File: src/rtl/link_ctrl_pkg.sv
// Shared types and widths for the SFP+ link bring-up controller.
package link_ctrl_pkg;

    localparam int unsigned DROP_CNT_W = 8;
    localparam int unsigned STATE_W    = 3;

    typedef enum logic [STATE_W-1:0] {
        ST_RESET      = 3'd0,
        ST_WAIT_CLK   = 3'd1,
        ST_PHY_RST    = 3'd2,
        ST_WAIT_LOCK  = 3'd3,
        ST_WAIT_READY = 3'd4,
        ST_STABLE     = 3'd5,
        ST_UP         = 3'd6
    } link_state_e;

endpackage

File: src/rtl/sync2.sv
// Two-flop synchroniser, asynchronous active-low reset to zero.
module sync2 #(
    parameter int unsigned WIDTH = 1
) (
    input  logic             clk,
    input  logic             rst_n,
    input  logic [WIDTH-1:0] d,
    output logic [WIDTH-1:0] q
);

    logic [WIDTH-1:0] meta;

    always_ff @(posedge clk or negedge rst_n) begin
        if (!rst_n) begin
            meta <= '0;
            q    <= '0;
        end else begin
            meta <= d;
            q    <= meta;
        end
    end

endmodule

File: src/rtl/link_bringup_ctrl.sv
// Bring-up sequencer for the 4-lane SFP+ PHY and MACs on the 50 MHz management clock.
// Optional drop counter enabled by defining LINK_CTRL_DROP_CNT_EN.
module link_bringup_ctrl
    import link_ctrl_pkg::*;
#(
    parameter int unsigned NUM_LANES      = 4,
    parameter int unsigned PHY_RST_CYCLES = 1024,
    parameter int unsigned LOCK_TIMEOUT   = 1048576,
    parameter int unsigned STABLE_CYCLES  = 65536
) (
    input  logic                  clk,
    input  logic                  rst_n,
    input  logic                  soft_reset,
    input  logic                  clk_init_busy,
    input  logic                  pll_locked,
    input  logic [NUM_LANES-1:0]  tx_ready,
    input  logic [NUM_LANES-1:0]  rx_ready,
    output logic                  phy_rst,
    output logic                  mac_rst_n,
    output logic                  link_up,
    output logic [STATE_W-1:0]    state,
    output logic                  timeout,
    output logic [DROP_CNT_W-1:0] drop_count
);

    localparam int unsigned MAX_AB  = (PHY_RST_CYCLES > LOCK_TIMEOUT) ? PHY_RST_CYCLES : LOCK_TIMEOUT;
    localparam int unsigned MAX_CNT = (MAX_AB > STABLE_CYCLES) ? MAX_AB : STABLE_CYCLES;
    localparam int unsigned CNT_W   = $clog2(MAX_CNT + 1);
    localparam int unsigned SYNC_W  = 2 * NUM_LANES + 1;

    localparam logic [CNT_W-1:0] PHY_RST_LAST = CNT_W'(PHY_RST_CYCLES - 1);
    localparam logic [CNT_W-1:0] LOCK_LAST    = CNT_W'(LOCK_TIMEOUT - 1);
    localparam logic [CNT_W-1:0] STABLE_LAST  = CNT_W'(STABLE_CYCLES - 1);

    logic [SYNC_W-1:0]    sync_q;
    logic                 lock_s;
    logic                 all_ok;
    link_state_e          state_q;
    link_state_e          state_d;
    logic [CNT_W-1:0]     cnt_q;
    logic [CNT_W-1:0]     cnt_d;
    logic                 timeout_c;

    sync2 #(.WIDTH(SYNC_W)) u_sync (
        .clk   (clk),
        .rst_n (rst_n),
        .d     ({pll_locked, tx_ready, rx_ready}),
        .q     (sync_q)
    );

    assign lock_s = sync_q[SYNC_W-1];
    assign all_ok = lock_s & (&sync_q[2*NUM_LANES-1:NUM_LANES]) & (&sync_q[NUM_LANES-1:0]);

    // Next state, timeout event and shared counter; soft_reset overrides everything.
    always_comb begin
        state_d   = state_q;
        timeout_c = 1'b0;
        cnt_d     = cnt_q;

        if (soft_reset) begin
            state_d = ST_RESET;
        end else begin
            case (state_q)
                ST_RESET:    state_d = ST_WAIT_CLK;
                ST_WAIT_CLK: if (!clk_init_busy) state_d = ST_PHY_RST;
                ST_PHY_RST:  if (cnt_q == PHY_RST_LAST) state_d = ST_WAIT_LOCK;
                ST_WAIT_LOCK: begin
                    if (lock_s) begin
                        state_d = ST_WAIT_READY;
                    end else if (cnt_q == LOCK_LAST) begin
                        state_d   = ST_PHY_RST;
                        timeout_c = 1'b1;
                    end
                end
                ST_WAIT_READY: begin
                    if (!lock_s) begin
                        state_d = ST_PHY_RST;
                    end else if (all_ok) begin
                        state_d = ST_STABLE;
                    end else if (cnt_q == LOCK_LAST) begin
                        state_d   = ST_PHY_RST;
                        timeout_c = 1'b1;
                    end
                end
                ST_STABLE:   if (all_ok && cnt_q == STABLE_LAST) state_d = ST_UP;
                ST_UP:       if (!all_ok) state_d = ST_PHY_RST;
                default:     state_d = ST_RESET;
            endcase
        end

        // A glitch in STABLE restarts the qualification window without leaving the state.
        if (state_d != state_q || state_q == ST_RESET) begin
            cnt_d = '0;
        end else if (state_q == ST_STABLE && !all_ok) begin
            cnt_d = '0;
        end else if (state_q inside {ST_PHY_RST, ST_WAIT_LOCK, ST_WAIT_READY, ST_STABLE}) begin
            cnt_d = cnt_q + CNT_W'(1);
        end
    end

    // Outputs are registered decodes of the next state so they track the state register.
    always_ff @(posedge clk or negedge rst_n) begin
        if (!rst_n) begin
            state_q   <= ST_RESET;
            cnt_q     <= '0;
            phy_rst   <= 1'b1;
            mac_rst_n <= 1'b0;
            link_up   <= 1'b0;
            state     <= '0;
            timeout   <= 1'b0;
        end else begin
            state_q   <= state_d;
            cnt_q     <= cnt_d;
            phy_rst   <= (state_d == ST_RESET) || (state_d == ST_WAIT_CLK) || (state_d == ST_PHY_RST);
            mac_rst_n <= (state_d == ST_UP);
            link_up   <= (state_d == ST_UP);
            state     <= state_d;
            timeout   <= timeout_c;
        end
    end

`ifdef LINK_CTRL_DROP_CNT_EN
    logic                  drop_c;
    logic [DROP_CNT_W-1:0] drop_q;

    assign drop_c     = (state_q == ST_UP) && !soft_reset && !all_ok;
    assign drop_count = drop_q;

    // Saturating count of link drops out of UP.
    always_ff @(posedge clk or negedge rst_n) begin
        if (!rst_n) begin
            drop_q <= '0;
        end else if (drop_c && drop_q != {DROP_CNT_W{1'b1}}) begin
            drop_q <= drop_q + DROP_CNT_W'(1);
        end
    end
`else
    assign drop_count = '0;
`endif

endmodule

File: config.mk
export PLATFORM = sky130hd
export DESIGN_NAME = link_bringup_ctrl
export DESIGN_NICKNAME = d
export VERILOG_FILES = /design/src/rtl/link_ctrl_pkg.sv /design/src/rtl/sync2.sv /design/src/rtl/link_bringup_ctrl.sv
export SDC_FILE = /design/constraint.sdc
export NUM_CORES = 1
export LEC_CHECK = 0
export CORE_MARGIN = 5
export CORE_UTILIZATION = 40
export DETAILED_ROUTE_END_ITERATION = 8
export PLACE_DENSITY = 0.67
export REMOVE_ABC_BUFFERS = 1
export SYNTH_ARGS = -nofsm -noshare
export SYNTH_HDL_FRONTEND = slang
export SYNTH_SLANG_ARGS = --single-unit
export TNS_END_PERCENT = 1
File: constraint.sdc
create_clock -name clk -period 3.7 [get_ports clk]
set_input_delay 0.37 -clock clk [delete_from_list [all_inputs] [get_ports clk]]
set_output_delay 0.37 -clock clk [all_outputs]
set_load 0.01 [all_outputs]
# --- Yosys cells after proc, flatten, opt, wreduce, memory -nomap -nowiden ---
# Index checks and enable logic that the tools add are counted.
word_totals:
  out_inout_bits: 15
  regBits: 45
  wordCells: 54
  mem_bits_ro: 0
  in_bits: 13
  mem_count: 0
  latch_bits: 0
  ram_bits: 0
classes:
  n_eq_ne: 13
  mul: 0
  bitwise_logic: 2
  shift: 0
  n_mux: 19
  n_reduce_logical: 12
  n_div: 0
  magnitude_cmp: 0
  addsub: 1
ops:
  columns: ["op", "n"]
  rows:
  - ["$mux 21", 3]
  - ["$mux 3", 9]
  - ["$add 21x1->21 const B", 1]
  - ["$eq 21x10->1 const B", 1]
  - ["$eq 21x16->1 const B", 1]
  - ["$eq 21x20->1 const B", 1]
  - ["$pmux 3 s7", 1]
  - ["$eq 3x3->1 const B", 4]
  - ["$eq 3x2->1 const B", 3]
  - ["$reduce_and 4->1", 2]
  - ["$eq 3x1->1 const B", 2]
  - ["$logic_not 3->1", 2]
  - ["$mux 1", 5]
  - ["$reduce_bool 4->1", 1]
  - ["$logic_or 1x1->1", 3]
  - ["$ne 3x3->1", 1]
  - ["$reduce_bool 3->1", 1]
  - ["$and 1x1->1", 2]
  - ["$logic_and 1x1->1", 2]
  - ["$pmux 1 s2", 1]
  - ["$logic_not 1->1", 1]

# --- Longest topological paths before layout ---
logic_depth:
  word_depth: 10
  depth_mapped: 8
  depth_no_buf: 6

# --- By module ---
# A second synthesis with hierarchy kept.
hier_totals:
  cells_unflattened: 217
  hier_area_um2: 2247.2
by_module_without_submodules:
  columns: ["mod", "area_per_inst_um2", "n_inst", "cells_per_inst", "seq_area_each_um2"]
  rows:
  - ["link_bringup_ctrl", 1796.7, 1, 199, 676.9]
  - ["sync2", 450.4, 1, 18, 450.4]

# --- Least setup slack after synthesis ---
# No wires, ideal clock.
synth_path:
  kind: "reg2reg"
  from: "reg state_q[2]"
  to: "reg cnt_q[20]"
  slack_ps: 1549
  arrival_time_ps: 2028
  path_stages_with_launch: 9
  t_required_ps: 3577
  path_cell_list: "dfrtp_1 buf_6 xnor2_1 or4b_4 buf_6 or4_4 nor2_4 xnor2_1 a21oi_2"
synth_via:
  elab_chain_len: 8
  word_cells_on_any_way: 24
synth_lines:
  columns: ["item", "line", "rtl"]
  rows:
  - ["from (decl)", "link_bringup_ctrl.sv:38", "link_state_e state_q;"]
  - ["from (signal assigned)", "link_bringup_ctrl.sv:112", "state_q <= state_d;"]
  - ["$mux 3", "link_bringup_ctrl.sv:70, link_bringup_ctrl.sv:80", null]
  - ["$mux 3", "link_bringup_ctrl.sv:78", "end else if (all_ok) begin"]
  - ["$mux 3", "link_bringup_ctrl.sv:76", "if (!lock_s) begin"]
  - ["$pmux 3 s7", "link_bringup_ctrl.sv:63", "case (state_q)"]
  - ["$mux 3", "link_bringup_ctrl.sv:60", "if (soft_reset) begin"]
  - ["$ne 3x3->1", "link_bringup_ctrl.sv:92", "if (state_d != state_q || state_q == ST_RESET) begin"]
  - ["$logic_or 1x1->1", "link_bringup_ctrl.sv:92", null]
  - ["$reduce_bool 3->1 (no source line) / $mux 21 (equally long branches)", null, null]
  - ["to (signal assigned)", "link_bringup_ctrl.sv:113", "cnt_q <= cnt_d;"]
  - ["to (decl)", "link_bringup_ctrl.sv:40", "logic [CNT_W-1:0] cnt_q;"]
# Several ways; a longest one is shown, not always the timed one.
# A chain may end at the register's enable or synchronous reset.

# --- Worst setup path in the final report ---
layout_path:
  from: "reg state_q[1]"
  to: "reg cnt_q[15]"
# Same word-level chain as after synthesis.

==> run metrics <==
P per Cell Area=390 nW/um^2; status=complete, no violations; ys async rst share=1.00; synth cell count leaders=dfrtp_1, nand2_1, a21oi_1; DP Wirelength=3040 um; Layout Skew=0.00540 ns; clock transition at the registers of the reported paths=0.09 ns; Area growth, synth to finish=13.8%; Avg Cell Area, Syn=10.0 sq um; pin count of the biggest net entering global routing=46; Max Root-Sink Buffers=2; routed length per instance=13.9 um; critical path, cell by cell=inv_1 -> nor4b_1 -> a32o_1 -> a211oi_1 -> o221ai_2 -> a21oi_1; diodes inserted=0; Netlist cell types=42; Initial Util=0.407; vias in the first global route=1564; number of fill cells=527; IO buf count=19; Fin. Hold Viols=0; Total GRT Usage=0.130; number of gates resized after cts=0; nets@finish=253; Startpoint Class=flip-flop; Horiz. Die Dim=84.6 um; total CTS buffers=5; Chip Height=84.6 um; hold buffer count at CTS=0; hold crit path type=in -> async; number of flops mapped to enable cells by yosys=0; reg2reg setup slack=1.15 ns; Post-Place Cell Area=2420 sq um; worst r2r src=state_q[1]; max incr delay on CP=0.63 ns; Max Cap Viol=0; post-CTS setup buffers=0; iteration count of the initial detailed-routing pass=4; count leader, synth=dfrtp_1; DRC Markers=0; RSZ-0062 raised after global routing=no; design area=2530 sq um; number of cell rows=27; #FFs+latches synth=45; Die ar.=7160 sq um; Req. time, crit path=3.86 ns; clock root buffer=clkbuf_8; Final Cycle Share=0.689; Setup Viol. Count Final=0; Yosys top cell by area=dfrtp_1; first-pass GRT wire length=7540 um; Slew HR=0.362; Leakage=0.982 nW; ranking of synthesized cells by area=dfrtp_1, a21oi_1, xnor2_1, nand2_1, xor2_1; routed vias=1675; worst skew pair latency=0.30 ns; vias per inst=5.37; Worst Path Buf+Inv=1; Slew @ Worst Pin=0.956 ns; Core ar.=5470 sq um; CP max FO=13; R2R cell count=6; Crit path arrival time=2.71 ns; YS warnings=0; drt total wl=4340 um; Mapped Cells=222; Reg2Reg Capture Point=cnt_q[15]; Slew Limit Fails=0; fmax=0.393 GHz; delay-heaviest family, CP=compound AO/OA/AOI/OAI gates; share of the synthesized area in the top cell type=0.495; prevailing post-synth register cell=dfrtp_1; Post-Syn Area=2230 sq um; drt first-iter violations=166; CTS tree=built; Ports=28; placer congestion estimate=0.792; total power=0.987 mW; Final ANT Viol Nets=0; crit path max-delay cell type=dfrtp_1; number of antenna violations at the first check in global routing=0; post-layout minimum cycle time=2.55 ns; Clock Sinks=45; layout cells sized above 1=0.0792; Peak VDD IR=0.000242 V; GR Overflow Total=0; setup TNS=0 ns; Crit. End Element=flip-flop; register area share after synthesis=0.506; CTS H-tree depth=2; critical path class=reg -> reg
routing by layer:
layer	routed length, um	vias to the layer above	GRT usage
met3	224	6	0.0265
li1	-	804	-
met2	2110	53	0.203
met1	1920	812	0.173
met5	0	-	0
met4	82	0	0.0561
cell families after synthesis:
family                     share of synthesized area
AOI/OAI and AO/OA                              0.115
xor gates and xnor gates                      0.0866
adders and majority gates                    0.00562
buffers and inverters                         0.0596
DFF                                            0.506
muxes                                        0.00899
other                                        0.00168
and+or+nand+nor                                0.216
stage by stage:
| step | instances | hold WS [ns] | utilization | setup slack, ns |
|---|---|---|---|---|
| 6_report | 312 | 0.211 | 0.463 | 1.15 |
| 5_1_grt | 312 | 0.307 | 0.463 | 0.914 |
| 4_1_cts | 312 | 0.251 | 0.463 | 1.16 |
| 3_5_place_dp | 304 | 0.335 | 0.442 | 1.05 |
| 3_3_place_gp | 304 | 0.334 | 0.442 | 1.05 |
| 2_1_floorplan | 212 | 0.0744 | - | 1.35 |
final cells by class:
class	count	area, sq um	area share
Sequential cell	45	1130	0.445
Tap cell	72	90.1	0.0356
Clock inverter	3	47.5	0.0188
Multi-Input combinational cell	163	992	0.392
Clock buffer	5	68.8	0.0272
Inverter	4	15.0	0.00593
Timing Repair Buffer	20	193	0.0760
report_power, final:
part / total, mW / internal, mW / switching (mW)
Sequential: 0.520 / 0.506 / 0.0142
Clock: 0.382 / 0.206 / 0.177
Combinational: 0.0848 / 0.0322 / 0.0526
how the worst max path moves through the flow:
| stage | startpoint | endpoint | slack [ns] | cells after the start |
|---|---|---|---|---|
| detailed placement | soft_reset | cnt_q[15] | 1.05 | 7 |
| global placement | soft_reset | cnt_q[3] | 1.05 | 7 |
| floorplan | cnt_q[4] | cnt_q[0] | 1.35 | 6 |
| global route | state_q[1] | cnt_q[17] | 0.91 | 6 |
| finish | state_q[1] | cnt_q[15] | 1.15 | 6 |
| CTS | state_q[1] | cnt_q[15] | 1.16 | 6 |
worst reg2reg max path, delay by kind of cell (launching register included):
family | cells | cell delay, ns
AO/OA/AOI/OAI | 4 | 1.10
buffers and inverters | 1 | 0.23
flip-flops | 1 | 0.63
AND/OR/NAND/NOR | 1 | 0.45
registers in the layout (all words and copies together) (netlist names):
name	count
cnt_q	21
timeout	1
u_sync.meta	9
u_sync.q	9
phy_rst	1
link_up	1
state_q	3
layout by cell type (no fill, tap or decap), types with 4 or more instances in the layout:
cell type and n:
nor2_1 10, nand2_1 27, nand3_1 9, nand4_1 7, dfrtp_1 44, inv_1 4
a21oi_1 25, clkbuf_8 5, nor4_1 6, xnor2_1 12, xor2_1 10, o21ai_0 5
clkdlybuf4s50_1 18, nor3_1 6, conb_1 8
(Power assumes the default switching activity.)
